===== src/rtl/pipelined_cla_adder.sv =====
// pipelined_cla_adder
//   WIDTH-bit add/subtract split into STAGES carry-look-ahead segments, one
//   segment per pipeline stage. The carry between segments is registered, so
//   no carry path ever spans more than one segment. Segments 0..STAGES-2 are
//   WIDTH/STAGES bits wide and the last segment takes the remainder.
//
//   Every stage, including bubbles, moves forward when the output is empty or
//   being taken. Otherwise the whole pipe stalls, so in_ready equals that
//   advance condition.
//
//   Optional build macro PIPELINED_CLA_SAT_EN: when it is defined, r saturates
//   on signed overflow in the final stage. ovf and cout are unaffected.
//
// Ports
//   clk        system clock, rising edge
//   reset_n    asynchronous active-low reset
//   in_valid   operands present            in_ready   operands accepted this cycle
//   a, b       operands (WIDTH)            cin, sub   carry-in, 1 = a - b
//   out_valid  result present              out_ready  consumer takes result
//   r          sum / difference (WIDTH)    cout       carry out of MSB (1 = no borrow)
//   ovf        signed overflow
module pipelined_cla_adder #(
    parameter int WIDTH  = 16,
    parameter int STAGES = 3
) (
    input  logic             clk,
    input  logic             reset_n,
    input  logic             in_valid,
    output logic             in_ready,
    input  logic [WIDTH-1:0] a,
    input  logic [WIDTH-1:0] b,
    input  logic             cin,
    input  logic             sub,
    output logic             out_valid,
    input  logic             out_ready,
    output logic [WIDTH-1:0] r,
    output logic             cout,
    output logic             ovf
);

    localparam int SEG     = WIDTH / STAGES;
    localparam int LAST_LO = (STAGES - 1) * SEG;
    localparam int LAST_W  = WIDTH - LAST_LO;

    logic             adv;
    logic [WIDTH-1:0] b_eff;
    logic             c0;

    assign adv      = ~out_valid | out_ready;
    assign in_ready = adv;
    assign b_eff    = sub ? ~b : b;
    assign c0       = sub ? ~cin : cin;

    // Stage k holds operand bits [WIDTH-1:LO] only. Its lowest SW bits are the
    // segment added in this stage. The rest are skewed on to later stages.
    // The low result bits already produced travel alongside in r_q.
    for (genvar k = 0; k < STAGES; k++) begin : g_stage
        localparam int LO = k * SEG;
        localparam int SW = (k == STAGES - 1) ? WIDTH - LO : SEG;
        localparam int UW = WIDTH - LO;

        logic          v_q, v_d;
        logic [UW-1:0] a_q, b_q, a_d, b_d;
        logic          c_q, c_d;
        logic [SW-1:0] g, p, s;
        logic [SW:0]   c;
        logic [LO+SW-1:0] nr;

        if (k == 0) begin : g_first
            assign v_d = in_valid;
            assign a_d = a;
            assign b_d = b_eff;
            assign c_d = c0;
            assign nr  = s;
        end else begin : g_next
            logic [LO-1:0] r_q;

            assign v_d = g_stage[k-1].v_q;
            assign a_d = g_stage[k-1].a_q[UW+SEG-1:SEG];
            assign b_d = g_stage[k-1].b_q[UW+SEG-1:SEG];
            assign c_d = g_stage[k-1].c[SEG];
            assign nr  = {s, r_q};

            always_ff @(posedge clk) begin
                if (adv) begin
                    r_q <= g_stage[k-1].nr;
                end
            end
        end

        always_ff @(posedge clk or negedge reset_n) begin
            if (!reset_n) begin
                v_q <= 1'b0;
            end else if (adv) begin
                v_q <= v_d;
            end
        end

        always_ff @(posedge clk) begin
            if (adv) begin
                a_q <= a_d;
                b_q <= b_d;
                c_q <= c_d;
            end
        end

        // Look-ahead carries: c[i+1] = G[i:0] | P[i:0] & c_q, expanded as a
        // flat sum of products rather than a ripple through c[i].
        always_comb begin
            logic cc;
            logic pp;
            g    = a_q[SW-1:0] & b_q[SW-1:0];
            p    = a_q[SW-1:0] ^ b_q[SW-1:0];
            c    = '0;
            c[0] = c_q;
            for (int i = 0; i < SW; i++) begin
                cc = 1'b0;
                pp = 1'b1;
                for (int j = i; j >= 0; j--) begin
                    cc = cc | (pp & g[j]);
                    pp = pp & p[j];
                end
                c[i+1] = cc | (pp & c_q);
            end
            s = p ^ c[SW-1:0];
        end
    end

    logic [WIDTH-1:0] sum;
    logic [WIDTH-1:0] r_d;
    logic             a_msb, b_msb, ovf_d;

    assign sum   = g_stage[STAGES-1].nr;
    assign a_msb = g_stage[STAGES-1].a_q[LAST_W-1];
    assign b_msb = g_stage[STAGES-1].b_q[LAST_W-1];
    assign ovf_d = (a_msb == b_msb) & (sum[WIDTH-1] != a_msb);

`ifdef PIPELINED_CLA_SAT_EN
    // Both operands share a sign on overflow, so a_msb gives the direction.
    always_comb begin
        r_d = sum;
        if (ovf_d) begin
            r_d = a_msb ? {1'b1, {(WIDTH-1){1'b0}}} : {1'b0, {(WIDTH-1){1'b1}}};
        end
    end
`else
    assign r_d = sum;
`endif

    always_ff @(posedge clk or negedge reset_n) begin
        if (!reset_n) begin
            out_valid <= 1'b0;
            r         <= '0;
            cout      <= 1'b0;
            ovf       <= 1'b0;
        end else if (adv) begin
            out_valid <= g_stage[STAGES-1].v_q;
            r         <= r_d;
            cout      <= g_stage[STAGES-1].c[LAST_W];
            ovf       <= ovf_d;
        end
    end

endmodule


===== config.mk =====
export PLATFORM = sky130hd
export DESIGN_NAME = pipelined_cla_adder
export DESIGN_NICKNAME = d
export VERILOG_FILES = /design/src/rtl/pipelined_cla_adder.sv
export SDC_FILE = /design/constraint.sdc
export NUM_CORES = 1
export LEC_CHECK = 0
export ABC_AREA = 1
export CORE_ASPECT_RATIO = 0.6
export CORE_MARGIN = 3
export CORE_UTILIZATION = 50
export CTS_CLUSTER_SIZE = 12
export DETAILED_ROUTE_END_ITERATION = 16
export HOLD_SLACK_MARGIN = 0.1
export PLACE_DENSITY_LB_ADDON = 0.05
export REMOVE_ABC_BUFFERS = 1
export SYNTH_ARGS = -nofsm -noshare
export SYNTH_HDL_FRONTEND = slang
export SYNTH_SLANG_ARGS = --single-unit
export TNS_END_PERCENT = 5

===== constraint.sdc =====
create_clock -name clk -period 5.9 [get_ports clk]
set_input_delay 0.885 -clock clk [delete_from_list [all_inputs] [get_ports clk]]
set_output_delay 0.885 -clock clk [all_outputs]
set_load 0.005 [all_outputs]

==> results.json <==
{
  "vias_per_cell": 4.75,
  "synthArstFlopShare_pct": 20.8,
  "drv_slew": 0,
  "design.portCount": 58,
  "cts.repair.resized": 0,
  "avgRoutedWirePerCell_um": 13.2,
  "ff2ff_path_depth": 5,
  "detailed_place_hpwl_mm": 4.20,
  "place_inst": 463,
  "grt_usage_pct": 14.0,
  "dr.first_iter.drc_count": 116,
  "final_cell_count_no_fill": 478,
  "pwr-share-comb_pct": 28.0,
  "synth_flop_cell": "edfxtp_1",
  "setup_repair_after_global_routing_missed_its_margin": "no",
  "ys_ff_latch": 106,
  "antenna_found_initial": 0,
  "critical_path.reg2reg.startpoint": "out_valid",
  "power.share.switching_pct": 28.2,
  "nets": 423,
  "clk_latency_ns": 0.33,
  "clkTransAtPathRegs_ns": 0.06,
  "post_synth_edffs": 84,
  "crit_path_max_fanout": 35,
  "max_clock_freq_ghz": 0.291,
  "cts_tree": "done",
  "distinct_cell_type_count_of_the_synthesized_netlist": 23,
  "leakagePower_nw": 2.16,
  "insertedDiodeCount": 0,
  "cts_sinks": 106,
  "critical_path.reg2reg.endpoint": "g_stage[2].g_next.r_q[5]",
  "outcome": "finished, final reports clean",
  "p_int_mw": 1.91,
  "tightestPinTransition_ns": 1.12,
  "yosys-top-cells-count": "84 x edfxtp_1, 72 x nand2_1, 22 x dfrtp_1, 22 x xor2_1, 20 x inv_1",
  "final_antenna_net_count": 0,
  "drt_pass1_iterations": 6,
  "final.setup_skew_ns": 0.00421,
  "reg2reg_setup_slack_ns": 3.73,
  "core_region_area_um2": 8040,
  "setup.worst_path.end": "in_ready",
  "power-per-cell-area_nw_per_um2": 507,
  "routed-via-count": 2269,
  "grt_pass1_wl_mm": 10.2,
  "total_routed_wire_length_on_the_met1_layer_mm": 3.12,
  "layout-drive-gt1-share_pct": 6.22,
  "utilization_pct": 65.2,
  "final_sum_of_negative_setup_slack_ns": 0,
  "yosys-top-cells-area": "edfxtp_1 60%, dfrtp_1 13%, nand2_1 6.4%",
  "clock-root-buffer": "clkbuf_16",
  "setup_viol": 0,
  "period_minus_slack_ns": 3.44,
  "area.sequential_um2": 3070,
  "die-height_um": 77.1,
  "design.die.area_um2": 9610,
  "synth_cell_area_um2": 4220,
  "cp-start-kind": "input port",
  "clock_path_buffers": 2,
  "postSynthAreaPerCell_um2": 14.0,
  "routed.top_layer": "met4",
  "post-cts-setup-buffer-count": 0,
  "clockPowerShare_pct": 24.4,
  "fp.dieW_um": 125,
  "synth.most_common_cell": "edfxtp_1",
  "detailroute.wirelength.met3_um": 288,
  "totalWireLength_mm": 6.29,
  "cp.required_ns": 5.02,
  "ir_drop_v": 0.000238,
  "synthToLayoutAreaGrowth_pct": 24.3,
  "cell_count_after_synthesis": 302,
  "yosysTopAreaCellShare_pct": 59.8,
  "dpl_cell_area_um2": 4910,
  "first_global_vias": 2083,
  "ys_warn_count": 0,
  "finish.instance_area_um2": 5240,
  "worstSetupStartpoint": "out_ready",
  "fp-row-count": 25,
  "multiInputGateArea_um2": 1040,
  "crit_path_end_kind": "output pin",
  "max_cap_violations": 0,
  "portBuffers": 57,
  "design_power_total_mw": 2.66,
  "finalWeightedCongestion": 0.811,
  "cts_made_buffers": 9,
  "setup.worst_path.class": "input port to output pin",
  "worstHoldPathCells": 0,
  "initial_core_util_pct": 52.5,
  "share_of_synthesized_area_occupied_by_flip_flops_and_latches_pct": 72.9,
  "globalRouteOverflowTotal": 0,
  "min_path_type": "register to register",
  "final-hold-violation-count": 0,
  "synthDominantAreaCellType": "edfxtp_1",
  "post-route-worst-setup-slack_ns": 2.46,
  "holdBufCountCts": 0,
  "final.fill_count": 592,
  "netSwitchingPower_mw": 0.749,
  "worstPathArrival_ns": 2.56,
  "h-tree-depth": 3,
  "detailedPlace.worstSlack_ns": 2.45,
  "power_share_of_the_sequential_group_pct": 47.5,
  "post-route-period-util_pct": 58.3,
  "holdWs_ns": 0.419,
  "drt_drc_violations_left": 0,
  "routed-wl-met2_mm": 2.79,
  "slew_headroom_pct": 25.4,
  "grt_start_max_net_pins": 72
}
==> worst max-delay path, cell delays in order <==
cell and delay (ns):
clkdlybuf4s50_1 0.47, nor2_2 0.04, buf_4 0.21, inv_4 0.35
clkdlybuf4s50_1 0.59
==> flip-flops by register name (all words and copies together), names as in the netlist <==
register,cells
r,16
g_stage.g_next.r_q,15
g_stage.b_q,33
g_stage.a_q,33
g_stage.v_q,3
g_stage.c_q,3
cout,1
ovf,1
out_valid,1
==> how the worst min path moves through the flow <==
stage	startpoint	slack [ns]	end
after detailed placement	g_stage[0].b_q[7]	0.40	g_stage[1].b_q[2]
after CTS	g_stage[0].b_q[7]	0.42	g_stage[1].b_q[2]
after floorplan	g_stage[0].a_q[5]	0.40	g_stage[1].a_q[0]
final	g_stage[0].b_q[7]	0.42	g_stage[1].b_q[2]
after global placement	g_stage[1].g_next.r_q[2]	0.40	g_stage[2].g_next.r_q[2]
after global routing	g_stage[1].a_q[8]	0.43	g_stage[2].a_q[3]
==> power by group through the flow <==
stage | clock (mW) | sequential (mW) | combinational [mW]
floorplan | 0 | 1.26 | 0.466
global placement | 0 | 1.27 | 0.732
detailed placement | 0 | 1.28 | 0.749
CTS | 0.668 | 1.27 | 0.755
global route | 0.699 | 1.29 | 0.847
finish | 0.649 | 1.26 | 0.746
==> kinds of logic after synthesis <==
group | share of synthesized area, %
xor+xnor | 5.40
fa+ha+maj | 6.17
buf+inv | 2.52
simple gates | 11.2
compound gates | 1.84
flops | 72.9
==> final cells by class <==
type                       instances  area share [%]
multi-input combinational        170            19.8
inverter                          20            1.48
tap                              108            2.58
timing repair buffer              59            11.2
clock inverter                     6            2.03
clock buffer                       9            4.30
sequential                       106            58.6
==> layout by cell type, fill, tap and decap left out, drive strengths merged <==
| cell type | n |
|---|---|
| edfxtp | 84 |
| nand2 | 73 |
| clkdlybuf4s50 | 57 |
| xor2 | 22 |
| dfrtp | 22 |
| inv | 20 |
| nand3 | 20 |
| ha | 16 |
| nor2 | 15 |
| clkbuf | 9 |
| o21ai | 6 |
| a21oi | 5 |
| xnor2 | 4 |
| nand4 | 4 |
| fa | 3 |
| bufinv | 3 |
| clkinv | 3 |
| a21o | 2 |
| buf | 2 |
==> metal layers <==
metal	global-route usage, %	up-vias
met3	4.59	9
met5	0	-
met1	19.1	1051
met4	6.56	0
met2	20.4	48
li1	-	1161
Note: power is estimated with default switching activity, not from simulation.
